==> src/rtl/en_16_4_8_3_pkg.sv <==
// rtl/en_16_4_8_3_pkg.sv - shared widths for the 16-to-4 priority encoder
package en_16_4_8_3_pkg;
   localparam int IN_W      = 16;
   localparam int OUT_W     = 4;
   localparam int SUB_IN_W  = 8;
   localparam int SUB_OUT_W = 3;
endpackage

==> src/rtl/en_16_4_8_3_enc_8_3.sv <==
// rtl/en_16_4_8_3_enc_8_3.sv - combinational 8-to-3 priority encoder, highest bit wins
module enc_8_3
   import en_16_4_8_3_pkg::*;
(
   input  logic [SUB_IN_W-1:0]  d,
   output logic [SUB_OUT_W-1:0] idx,
   output logic                 v
);

   // Ascending scan: the last set bit seen is the highest, so it wins.
   always_comb begin
      idx = '0;
      v   = 1'b0;
      for (int n = 0; n < SUB_IN_W; n++) begin
         if (d[n]) begin
            idx = SUB_OUT_W'(n);
            v   = 1'b1;
         end
      end
   end

endmodule

==> src/rtl/en_16_4_8_3.sv <==
// rtl/en_16_4_8_3.sv - registered 16-to-4 priority encoder built from two 8-to-3 encoders
module en_16_4_8_3
   import en_16_4_8_3_pkg::*;
(
   input  logic             clk,
   input  logic             rst,
   input  logic [IN_W-1:0]  i,
   output logic [OUT_W-1:0] y,
   output logic             valid
);

   logic [SUB_OUT_W-1:0] lo_idx, hi_idx;
   logic                 lo_v, hi_v;
   logic [OUT_W-1:0]     y_d, y_q;
   logic                 valid_d, valid_q;

   enc_8_3 u_lo (
      .d   (i[SUB_IN_W-1:0]),
      .idx (lo_idx),
      .v   (lo_v)
   );

   enc_8_3 u_hi (
      .d   (i[IN_W-1:SUB_IN_W]),
      .idx (hi_idx),
      .v   (hi_v)
   );

   // Any upper-half request outranks the lower half and supplies the MSB.
   always_comb begin
      y_d     = {hi_v, (hi_v ? hi_idx : lo_idx)};
      valid_d = hi_v | lo_v;
   end

   always_ff @(posedge clk) begin
      if (rst) begin
         y_q     <= '0;
         valid_q <= 1'b0;
      end else begin
         y_q     <= y_d;
         valid_q <= valid_d;
      end
   end

   assign y     = y_q;
   assign valid = valid_q;

endmodule

==> config.mk <==
export PLATFORM = sky130hd
export DESIGN_NAME = en_16_4_8_3
export DESIGN_NICKNAME = d
export VERILOG_FILES = /design/src/rtl/en_16_4_8_3_pkg.sv /design/src/rtl/en_16_4_8_3_enc_8_3.sv /design/src/rtl/en_16_4_8_3.sv
export SDC_FILE = /design/constraint.sdc
export NUM_CORES = 1
export LEC_CHECK = 0
export CORE_AREA = 8 8 45 47
export CTS_CLUSTER_DIAMETER = 60
export DETAILED_ROUTE_END_ITERATION = 7
export DIE_AREA = 0 0 53 55
export DONT_BUFFER_PORTS = 1
export PLACE_DENSITY = 0.32
export SYNTH_ARGS = -nofsm -noshare
export SYNTH_HDL_FRONTEND = slang
export SYNTH_SLANG_ARGS = --single-unit
==> constraint.sdc <==
create_clock -name clk -period 1.8 [get_ports clk]
set_input_delay 0.36 -clock clk [delete_from_list [all_inputs] [get_ports clk]]
set_output_delay 0.36 -clock clk [all_outputs]
set_load 0.01 [all_outputs]
==> results of run 1 <==
-- state kept, by name, indices dropped and copies added (netlist names) --
signal / count
y: 4
valid: 1
-- critical path, stage by stage --
cell	delay, ns
nor4_2	0.29
and2_4	0.22
o311ai_1	0.09
o311a_1	0.14
-- power by group --
group / internal [uW] / switching [uW]
Sequential: 118 / 6.13
Clock: 83.5 / 41.5
Combinational: 10.4 / 9.11
Total: 212 / 56.7
-- worst paths after layout --
check  endpoint  cells after the start
min        y[3]                      1
max        y[0]                      4
-- stage by stage --
| step | worst slack [ns] | instance area [um^2] | power (uW) |
|---|---|---|---|
| 6_report | 0.806 | 312 | 269 |
| 5_1_grt | 0.745 | 312 | 286 |
| 2_1_floorplan | 0.641 | 265 | 141 |
| 3_3_place_gp | 0.575 | 285 | 146 |
| 4_1_cts | 0.805 | 312 | 278 |
| 3_5_place_dp | 0.551 | 285 | 147 |
-- cell usage after synthesis (all sizes together) --
cell and instances:
o311ai 1, nor2 4, inv 4, nor4 3
dfxtp 5, a21oi 5, nor2b 1, and2 1
nor3 3, nand2b 1, o311a 1, o21bai 1
a41oi 1, o31ai 1
-- cell families after synthesis --
logic type	share of synthesized area (%)
and+or+nand+nor	31.1
AOI/OAI and AO/OA	25.5
DFF	37.7
buffers and inverters	5.66
-- layer usage --
layer  GRT usage [%]  part of all wire, %
met1            5.93                   36
met2            8.40                   49
met3            1.87                   15
met4            6.47                 0.98
met5               0                    0
-- final cells by class --
| cell class | instances | share of cell area [%] |
|---|---|---|
| clock buffer | 4 | 8.43 |
| inverter | 4 | 4.82 |
| multi-input combinational | 23 | 48.2 |
| sequential | 5 | 32.1 |
| tap | 16 | 6.43 |
-- cells in the final DEF (no fill, tap or decap), types with 2 or more instances in the layout --
cell,synthesis,final
clkbuf_4,0,3
nor2_1,4,4
nor3_1,3,3
inv_1,4,4
nor4_2,2,2
a21oi_1,5,5
dfxtp_1,5,5
==> impl_metrics.ini, run 1 <==
[finish]
fill_cells = 157
multiInputGateArea_um2 = 150
regArea_um2 = 100
syn2layout_area_growth_pct = 17.5
layout.nets = 55
post_layout_nonfiller_instances = 52
drive_above_1_share_pct = 16.7
diodes = 0
final_core_util_pct = 22.5

[synth]
ys_types = 15
synth_warnings = 0
ys_top_cells_by_area = dfxtp_1, a21oi_1, nor4_2, nor3_1, inv_1
ys_seq_area_share_pct = 37.7
netlist_instances = 32
synth_top_area_cell = dfxtp_1
netlist_area_um2 = 265
syn-num-nets = 50
ys_ff_latch = 5
post-synth-top-area-fraction_pct = 37.7
synth_area_per_cell_um2 = 8.29

[timing]
finalSetupTns_ns = 0
min_period_ns = 0.994
rsz0062_at_grt = no
max_freq_mhz = 1010
fin_crit_sh_pct = 55.2
final_hold_viol_count = 0
relSlewSlack_pct = 77.4
setup_viol = 0
hold_ws_ns = 0.201
worst_slew_pin_slew_ns = 0.336
slew_violations = 0

[place]
routabilityCongestion = 0.704
hpwl_um = 707
dp_cells = 48
io_buffers = 0

[die]
top_level_ports = 23
placementRows = 14
die_h_um = 55
initial_core_util_pct = 19.2
dieArea_um2 = 2920
core_area_um2 = 1380
die_x_um = 53

[run_status]
status = finished, final reports clean

[cts]
htreeDepth = 1
clock_sinks = 5
cts_tree = yes
clkSlewWorstSetupHoldPaths_ns = 0.04
clk_path_buf_depth = 2
cts_hold_buf = 0
cts_made_buffers = 3
post_cts_resized = 0
postCtsSetupBuffers = 0
root_buffer = clkbuf_4

[setup_path]
cp-end-kind = register
start_kind = input port
crit_fanout = 5
crit_start = i[10]
cp_data_required_time_ns = 1.92
cp_data_arrival_time_ns = 1.11
crit_type = in2reg

[route]
avgViaCountPerCell = 5.12
vias = 266
dr.pass1.iters = 4
avgRoutedWirePerCell_um = 15.8
drc = 0
final_antenna_net_count = 0
routed_wl_um = 819
dr.first_iter.drc_count = 4

[worst_hold_path]
hold_class = in2reg
hold_start = rst

[power_and_ir_drop]
irDropWorstVdd_mv = 0.138
powerDensity_nw_per_um2 = 864
p_leak_uw = 0.000119

[grt]
grt_pass1_wl_mm = 1.18
grt_usage_pct = 5.68
grt_pass1_vias = 264
grt_remaining_overflow = 0
grt_max_degree = 6
antenna_found_initial = 0

[run]
max-cap-violations = 0
Note: power is estimated with default switching activity, not from simulation.
==> inputs of run 2 (changes only) <==
- ABC_AREA: default -> 1
- PLACE_DENSITY: 0.32 -> 0.37
- clock period: 1.8 -> 1.05 ns (I/O delays scaled with it)
==> run 2 against run 1 <==
Cell count is 46% higher. Combinational power grew to 3.0 times the previous value. Global-route usage is 0.61 points higher. First-iteration DRC count is 50% lower. Synthesized cell count is 75% higher. Core utilization is 4.7 points higher. Synthesized area is 25% higher.
==> impl_metrics.ini, run 2 <==
[run_status]
status = finished, final reports clean

[route]
avgRoutedWirePerCell_um = 9.93
dr.pass1.iters = 4
avgViaCountPerCell = 4.08
final_antenna_net_count = 0
routed_wl_um = 755
dr.first_iter.drc_count = 2
vias = 310
drc = 0

[synth]
synth_fa_ha_area_share_pct = 0
synth_area_per_cell_um2 = 5.90
ys_types = 13
netlist_area_um2 = 330
ys_seq_area_share_pct = 30.3
synth_top_family_by_area = simple AND/OR/NAND/NOR gates
synthArstFlopShare_pct = 0
synth_edf_count = 0
synth_compound_area_share_pct = 9.85
synthSimpleGateAreaFrac_pct = 45.1
ys_ff_latch = 5
netlist_instances = 56
synth.most_common_cell = nand2_1
yosys-top-cells-count = nand2_1, inv_1, nor2_1
synth_mux_area_share_pct = 0
ys.flop_type = dfxtp_1
synth-xor-area-share_pct = 0
synth_top_area_cell = dfxtp_1
syn-num-nets = 74
post-synth-top-area-fraction_pct = 30.3
synth_warnings = 0
ys_top_cells_by_area = dfxtp_1, nand2_1, inv_1, nor2_1, inv_2

[cts]
htreeDepth = 1
root_buffer = clkbuf_4
clock_sinks = 5
clk_path_buf_depth = 2
postCtsSetupBuffers = 0
cts_tree = yes
cts_made_buffers = 3
clkSlewWorstSetupHoldPaths_ns = 0.04
cts_hold_buf = 0
post_cts_resized = 0

[grt]
grt_pass1_wl_mm = 1.33
grt_pass1_vias = 344
antenna_found_initial = 0
grt_usage_pct = 6.29
grt_remaining_overflow = 0
grt_max_degree = 6

[die]
top_level_ports = 23
placementRows = 14
die_x_um = 53
core_area_um2 = 1380
dieArea_um2 = 2920
die_h_um = 55
initial_core_util_pct = 23.9

[setup_path]
start_kind = register
worst-path-stages = 0
crit_type = reg2out
crit_fanout = 1
cp_data_arrival_time_ns = 0.59
crit_start = y[0]
cp_data_required_time_ns = 0.84
worstSetupEndpoint = y[0]
cp-end-kind = primary output

[timing]
fin_crit_sh_pct = 76.4
min_period_ns = 0.802
max_freq_mhz = 1250
setup_viol = 0
slew_violations = 0
rsz0062_at_grt = no
relSlewSlack_pct = 88.2
hold_ws_ns = 0.0359
worst_slew_pin_slew_ns = 0.177
finalSetupTns_ns = 0
final_hold_viol_count = 0

[finish]
drive_above_1_share_pct = 25.0
regArea_um2 = 100
largest_reg_flops = 4
fill_cells = 169
layout_common_cells = nand2_1, inv_1, nor2_1, inv_2, dfxtp_1
syn2layout_area_growth_pct = 14.0
post_layout_nonfiller_instances = 76
final_common_cell = nand2_1
multiInputGateArea_um2 = 181
layout.nets = 79
diodes = 0

[place]
hpwl_um = 685
routabilityCongestion = 0.671
io_buffers = 0
dp_cells = 72

[worst_hold_path]
hold_class = in2reg

[run]
max-cap-violations = 0

[power_and_ir_drop]
p_total_uw = 485
p_leak_uw = 0.000195
powerDensity_nw_per_um2 = 1290
irDropWorstVdd_mv = 0.259
## run 2: cell types whose count changed after synthesis, sizes merged, moves of 2 or more
cell / previous run / this run
nand2: 0 / 20
nor4: 3 / 0
inv: 4 / 13
nor2: 4 / 10
nor3: 3 / 1
## run 2: cell type report
cell class	count	area share (%)
flip-flops and latches	5	26.6
clock buffers	4	6.98
well taps	16	5.32
inverters	13	13.0
multi-input cells	38	48.2
## run 2: per-stage QoR
step	area, um^2	utilization, %	setup slack [ns]
final	377	27.2	0.248
after detailed placement	350	25.3	0.178
after CTS	377	27.2	0.231
after global routing	377	27.2	0.210
after floorplan	330	-	0.251
after global placement	350	25.3	0.184
## run 2: where the power goes
part	total (uW)	internal [uW]	switching (uW)	leakage, uW
Sequential	213	203	10.2	0.0000421
Combinational	57.7	23.1	34.6	0.000138
Clock	214	143	71.3	0.0000150
## run 2: how the worst min path moves through the flow
stage	from	endpoint	slack (ns)	depth (start not counted)
6_report	rst	y[1]	0.04	1
5_1_grt	rst	y[1]	0.02	1
4_1_cts	rst	y[1]	0.03	1
3_5_place_dp	rst	y[1]	0.28	1
3_3_place_gp	rst	y[1]	0.27	1
2_1_floorplan	rst	y[1]	0.27	1
## run 2: routing by layer
| layer | GRT usage, % | routed length (um) | vias up |
|---|---|---|---|
| li1 | - | - | 172 |
| met1 | 6.55 | 298 | 123 |
| met2 | 9.18 | 348 | 13 |
| met3 | 2.67 | 95 | 2 |
| met4 | 6.47 | 14 | 0 |
| met5 | 0 | 0 | - |
## run 2: logic make-up after synthesis
group,Yosys count
compound gates,5
buf+inv,13
flops,5
simple gates,33
